### config.mk
export PLATFORM = sky130hd
export DESIGN_NAME = dmem_port_arbiter
export DESIGN_NICKNAME = d
export VERILOG_FILES = /design/src/rtl/dmem_port_arbiter.sv
export SDC_FILE = /design/constraint.sdc
export NUM_CORES = 1
export LEC_CHECK = 0
export CELL_PAD_IN_SITES_DETAIL_PLACEMENT = 1
export CELL_PAD_IN_SITES_GLOBAL_PLACEMENT = 2
export CORE_AREA = 2 2 137 139
export DETAILED_ROUTE_END_ITERATION = 12
export DIE_AREA = 0 0 139 141
export PLACE_DENSITY = 0.87
export SYNTH_ARGS = -nofsm -noshare
export SYNTH_HDL_FRONTEND = slang
export SYNTH_SLANG_ARGS = --single-unit
### constraint.sdc
create_clock -name clk -period 3.47 [get_ports clk]
set_input_delay 1.041 -clock clk [delete_from_list [all_inputs] [get_ports clk]]
set_output_delay 1.041 -clock clk [all_outputs]
set_load 0.005 [all_outputs]
### src/rtl/dmem_port_arbiter.sv
// dmem_port_arbiter: shares a 1-cycle-latency data BRAM between the CPU and the UART loader,
// with starvation protection for the loader and an exclusive loader mode for upgrades.
module dmem_port_arbiter #(
    parameter int ADDR_W     = 14,
    parameter int DATA_W     = 32,
    parameter int STARVE_MAX = 8
) (
    input  logic              clk,
    input  logic              rst_n,
    input  logic              upg_mode,
    input  logic              cpu_req,
    input  logic              cpu_we,
    input  logic [ADDR_W-1:0] cpu_addr,
    input  logic [DATA_W-1:0] cpu_wdata,
    output logic [DATA_W-1:0] cpu_rdata,
    output logic              cpu_stall,
    input  logic              uart_req,
    input  logic              uart_we,
    input  logic [ADDR_W-1:0] uart_addr,
    input  logic [DATA_W-1:0] uart_wdata,
    output logic [DATA_W-1:0] uart_rdata,
    output logic              uart_ack,
    output logic              mem_en,
    output logic              mem_we,
    output logic [ADDR_W-1:0] mem_addr,
    output logic [DATA_W-1:0] mem_wdata,
    input  logic [DATA_W-1:0] mem_rdata
);
    localparam int CW = $clog2(STARVE_MAX + 1);

    typedef enum logic [1:0] {IDLE, CPU_RD, UART_RD} state_t;

    state_t            state;
    logic [CW-1:0]     starve_cnt;
    logic [DATA_W-1:0] cpu_rd_hold, uart_rd_hold;
    logic              idle, cpu_rd, uart_rd, force_uart, grant_cpu, grant_uart;

    // Grants are only possible in IDLE and never while reset is held.
    always_comb begin
        idle       = rst_n & (state == IDLE);
        cpu_rd     = rst_n & (state == CPU_RD);
        uart_rd    = rst_n & (state == UART_RD);
        force_uart = uart_req & (starve_cnt == CW'(STARVE_MAX));
        grant_cpu  = idle & cpu_req & ~upg_mode & ~force_uart;
        grant_uart = idle & uart_req & ~grant_cpu;
        mem_en     = grant_cpu | grant_uart;
        mem_we     = grant_cpu ? cpu_we : grant_uart & uart_we;
        mem_addr   = grant_cpu ? cpu_addr : grant_uart ? uart_addr : '0;
        mem_wdata  = grant_cpu ? cpu_wdata : grant_uart ? uart_wdata : '0;
        cpu_stall  = cpu_req & ~(grant_cpu & cpu_we) & ~cpu_rd;
        uart_ack   = uart_rd | (grant_uart & uart_we);
        cpu_rdata  = (state == CPU_RD) ? mem_rdata : cpu_rd_hold;
        uart_rdata = (state == UART_RD) ? mem_rdata : uart_rd_hold;
    end

    always_ff @(posedge clk) begin
        if (!rst_n) begin
            state        <= IDLE;
            starve_cnt   <= '0;
            cpu_rd_hold  <= '0;
            uart_rd_hold <= '0;
        end else begin
            case (state)
                IDLE: begin
                    state <= (grant_cpu & ~cpu_we) ? CPU_RD : (grant_uart & ~uart_we) ? UART_RD : IDLE;
                    if (grant_uart)
                        starve_cnt <= '0;
                    else if (uart_req && starve_cnt != CW'(STARVE_MAX))
                        starve_cnt <= starve_cnt + CW'(1);
                end
                CPU_RD: begin
                    cpu_rd_hold <= mem_rdata;
                    state       <= IDLE;
                end
                UART_RD: begin
                    uart_rd_hold <= mem_rdata;
                    state        <= IDLE;
                end
                default: state <= IDLE;
            endcase
        end
    end
endmodule

==> results.ini, run 1 <==
[yosys]
synthTopCellsByArea=dfxtp_1, mux2_1, a22o_1
synth_area_um2=3380
yosys_warnings=0
synth_cell_type_count=29
synthCells=306
postSynthAreaPerCell_um2=11.0
synth.net_count=439
synth_seq_area_share=0.415
ys_ff_latch=70
yosysTopAreaCellShare=0.415
synth_top_cell_by_area=dfxtp_1

[layout]
final_common_cell=clkdlybuf4s50_1
area_delta_synth_final_pct=90.7
nets=699
layout-drive-gt1-share=0.187
final_cell_mix=clkdlybuf4s50_1, dfxtp_1, and2_1
antenna_cells=0

[power]
seqPwrFrac=0.368
p_int_uw=1740
power_density_nw_per_um2=350
p_total_uw=2260
p_sw_uw=521
p_leak_uw=0.00279
p_comb_frac=0.213
power_frac_clock=0.418
swShare=0.231
peakVddDrop_mv=0.189

[grt]
grt_first_pass_wirelength_mm=21.3
antenna_found_initial=0
grt_pass1_vias=3899
track_usage=0.141
grt_start_max_net_pins=51
gr-total-overflow=0

[route]
wirelength_mm=14.5
post-route-drc-count=0
final_antenna_net_count=0
vias=3474
drt-pass1-iter-count=4
wl_met3_mm=1.14
maxUsedRoutingLayer=met4
wl_met2_mm=7.84
viasPerCell=4.32
m1WireLength_mm=5.14
drt_iter0_drc=126
wl_per_cell_um=18.0

[floorplanning]
io_pins=245
num_rows=50
start_util=0.185
die_area_um2=19600
fp.coreArea_um2=18300
die_h_um=141
dieWidth_um=139

[placement]
place_ws_ps=-699
dp_hpwl_mm=10.5
io_buffer_count=244
gp_congestion=0.758

[clock_tree]
cts_tree=yes
clk_pin_slew_worst_paths_ps=50
clk_latency_ps=330
cts.sinks=70
cts_buffers=9
h-tree-depth=3
hold_buffers=0
cts-root-buf=clkbuf_16
clock_path_buffers=2

[sta]
setup_viol=11
relSlewSlack=0.725
fmax_mhz=285
timing_hold_violations_final=0
grt_setup_unrepaired=yes
period_share=1.01
drv_slew=0
tightest_slew_ps=412
skew_ps=6.84
fin_crit_ps=3510
fin_ws_ps=-36.8

[job]
maxCapViolations=0

[run_status]
violations=negative setup slack
status=finished with violations

[worst_setup_path]
end_kind=output port
critPathKind=input port to output port
crit_arrival_ps=2470
crit_path_start_kind=input port
cp_max_fo=5
worstPathRequired_ps=2430

[hold_path]
hold_class=flip-flop to flip-flop

power by group through the flow:
stage | registers [uW] | logic (uW) | clock network, uW
after floorplan | 845 | 144 | 0
after detailed placement | 848 | 472 | 0
after CTS | 831 | 486 | 990
final | 831 | 482 | 944
after global placement | 847 | 464 | 0
after global routing | 832 | 518 | 1020
repair_timing:
action	in CTS	in global routing
setup buffers	9	1
resized for setup	166	35
cloned	4	3
pin swaps	5	10
endpoints found under the setup margin	50	26
per-layer routing:
metal	vias up	global-route usage
li1	1608	-
met4	0	0.0542
met2	190	0.271
met3	24	0.0448
met1	1652	0.142
met5	-	0
stage by stage:
step           cells  area (um2)   util  hold slack [ps]  setup TNS, ps
2_1_floorplan    306        3380      -              462              0
3_3_place_gp     774        6090  0.333              472         -31740
3_5_place_dp     774        6090  0.333              497         -33060
4_1_cts          802        6500  0.356              504           -482
5_1_grt          805        6440  0.352              535           -736
6_report         805        6440  0.352              501           -190
sequential cells by signal, summed over array words and instances (netlist names):
| signal | flops |
|---|---|
| state | 2 |
| starve_cnt | 4 |
| cpu_rd_hold | 32 |
| uart_rd_hold | 32 |
final timing paths:
check	startpoint	to	slack, ps	cells after the start
setup / recovery	uart_req	mem_wdata[21]	-40	8
hold / removal	starve_cnt[1]	starve_cnt[1]	500	2
setup reg to reg	starve_cnt[0]	starve_cnt[3]	1610	9
hold reg to reg	starve_cnt[1]	starve_cnt[1]	500	2
area by class of cell:
class	count	area, um2
fill	2031	11800
timing repair buffer	274	2630
multi-input combinational	207	1790
sequential	70	1400
tap	234	293
clock buffer	11	253
clock inverter	5	57.6
inverter	4	15.0
critical path, stage by stage:
cell	delay, ps
buf_6	70
or3b_4	390
a211oi_4	280
buf_6	160
buf_8	140
clkbuf_16	150
a22o_1	130
buf_2	110
cell families (layout without fill, tap and decap cells):
| logic type | Yosys count | after routing | synth area share |
|---|---|---|---|
| AO/OA/AOI/OAI | 57 | 57 | 0.147 |
| adder cells (fa/ha/maj) | 2 | 2 | 0.00741 |
| buffers and inverters | 29 | 294 | 0.0567 |
| flip-flops | 70 | 70 | 0.415 |
| multiplexers | 64 | 64 | 0.213 |
| AND/OR/NAND/NOR | 84 | 84 | 0.160 |
cells in the mapped netlist (all sizes together):
cell type,n
o21ai,2
a21oi,3
a31oi,1
nand4,3
ha,2
and2b,2
or3b,1
inv,4
dfxtp,70
mux2,64
nor4b,1
nand3b,2
or3,1
and2,64
clkbuf,8
o211a,1
nor2,2
a211oi,2
nand2,3
buf,17
nand3,1
nor3b,1
a22o,48
nor2b,2
nand2b,1
Power figures use the tool's default switching activity.
==> run 2: changes to the inputs <==
--- a/config.mk
+++ b/config.mk
@@ -12,2 +12,3 @@
 export DIE_AREA = 0 0 139 141
+export HOLD_SLACK_MARGIN = 0.02
 export PLACE_DENSITY = 0.87
--- a/constraint.sdc
+++ b/constraint.sdc
@@ -3,2 +3,2 @@
 set_output_delay 1.041 -clock clk [all_outputs]
-set_load 0.005 [all_outputs]
+set_load 0.01 [all_outputs]
==> run 2 against run 1 <==
The run still ends with negative setup slack left. Global-route usage is 0.27 points higher. Routed wire length is 0.35% higher. Sequential cell count stayed put. Sequential power hardly changed. Clock skew is 1.2 ps lower. Total power is 7.3% higher. First-iteration DRC count is 43% lower. Worst setup slack better by 12 ps. Fmax is 0.35% higher. Worst hold slack worse by 8.1 ps. Sequential share of layout area is 0.44 points lower. Critical path type unchanged. Highest routed layer unchanged.
==> results.ini, run 2 (synthesis gave the netlist of run 1 again) <==
[run_status]
status=finished with violations
violations=negative setup slack

[clock_tree]
hold_buffers=0
clock_path_buffers=2
cts-root-buf=clkbuf_16
h-tree-depth=3
cts.sinks=70
clk_latency_ps=340
clk_pin_slew_worst_paths_ps=50
cts_tree=yes
cts_buffers=9

[grt]
gr-total-overflow=0
grt_pass1_vias=3953
antenna_found_initial=0
grt_first_pass_wirelength_mm=21.7
grt_start_max_net_pins=51
track_usage=0.144

[route]
post-route-drc-count=0
final_antenna_net_count=0
vias=3509
drt_iter0_drc=72
viasPerCell=4.32
wl_per_cell_um=17.9
wirelength_mm=14.5
drt-pass1-iter-count=4

[worst_setup_path]
end_kind=output port
crit_path_start_kind=input port
r2r_slack_ps=1600
crit_arrival_ps=2450
reg2reg_to=state[1]
r2r-start=starve_cnt[0]
worstPathRequired_ps=2430
r2r_cells=9
cp_max_fo=5
critPathKind=input port to output port

[layout]
antenna_cells=0
largestRegisters=cpu_rd_hold (32), uart_rd_hold (32), starve_cnt (4)
layout-drive-gt1-share=0.196
final_common_cell=clkdlybuf4s50_1
fillers=2030
multi_input_area_um2=1790
nets=706
seqCellArea_um2=1400
area_delta_synth_final_pct=94.7
final_cell_mix=clkdlybuf4s50_1, dfxtp_1, and2_1

[sta]
period_share=1.01
grt_setup_unrepaired=yes
tightest_slew_ps=411
fin_ws_ps=-24.5
fin_tns_setup_ps=-183
fmax_mhz=286
skew_ps=5.62
fin_crit_ps=3490
relSlewSlack=0.725
drv_slew=0
timing_hold_violations_final=0
setup_viol=19

[power]
p_total_uw=2420
peakVddDrop_mv=0.225
power_density_nw_per_um2=368
p_leak_uw=0.00285

[placement]
dp_hpwl_mm=10.7
place_ws_ps=-755
gp_congestion=0.761
io_buffer_count=244

[floorplanning]
die_h_um=141
die_area_um2=19600
io_pins=245
start_util=0.185
num_rows=50
fp.coreArea_um2=18300
dieWidth_um=139

[job]
maxCapViolations=0

[hold_path]
whs_path_depth=2
holdPathEnd=starve_cnt[1]
hold_class=flip-flop to flip-flop
hp-start=starve_cnt[1]

[run 2: changes by cell type in the layout (fill, tap and decap cells not counted), sizes merged, moves of 2 or more]
cell	delta
clkbuf	-8
bufinv	+2
buf	+15
clkinv	-3
[run 2: critical path: stages]
cell	delay, ps
buf_6	70
or3b_4	390
a211oi_4	260
buf_6	170
buf_6	130
buf_16	120
a22o_1	130
buf_2	130
[run 2: layout make-up]
type / count / share of cell area
Multi-Input combinational cell: 207 / 0.273
Clock buffer: 11 / 0.0369
Timing Repair Buffer: 281 / 0.414
Tap cell: 234 / 0.0446
Inverter: 4 / 0.00228
Clock inverter: 5 / 0.0162
Sequential cell: 70 / 0.213
[run 2: how the worst max path moves through the flow]
stage	cells after the start	slack, ps	end	start
final	8	-20	mem_wdata[14]	uart_req
after CTS	8	8	mem_wdata[14]	uart_req
after global placement	6	-690	mem_we	uart_req
after floorplan	4	290	mem_addr[0]	uart_req
after detailed placement	6	-760	mem_wdata[1]	uart_req
after global routing	8	-80	mem_addr[12]	uart_req
[run 2: layer usage]
metal  vias to the layer above  wire length (um)  global-route usage
met1                      1684              5250               0.144
met5                         -                 0                   0
met4                         0               321              0.0579
li1                       1624                 -                   -
met3                        18              1200              0.0448
met2                       183              7750               0.277
[run 2: timing repair]
item,in CTS,in global routing
gates resized for setup,213,3
endpoints found under the setup margin,56,41
buffers inserted,17,1
gates cloned,6,1
pin swaps,6,4
[run 2: stage by stage]
stage	utilization	cells	area [um2]	hold slack, ps
CTS	0.358	810	6530	496
global placement	0.335	774	6110	472
finish	0.360	812	6570	493
global route	0.360	812	6570	529
detailed placement	0.335	774	6110	489
floorplan	-	306	3380	462
[run 2: power by group]
part | internal [uW] | total (uW) | switching [uW]
Clock | 723 | 1070 | 346
Combinational | 327 | 521 | 194
Sequential | 824 | 831 | 6.72
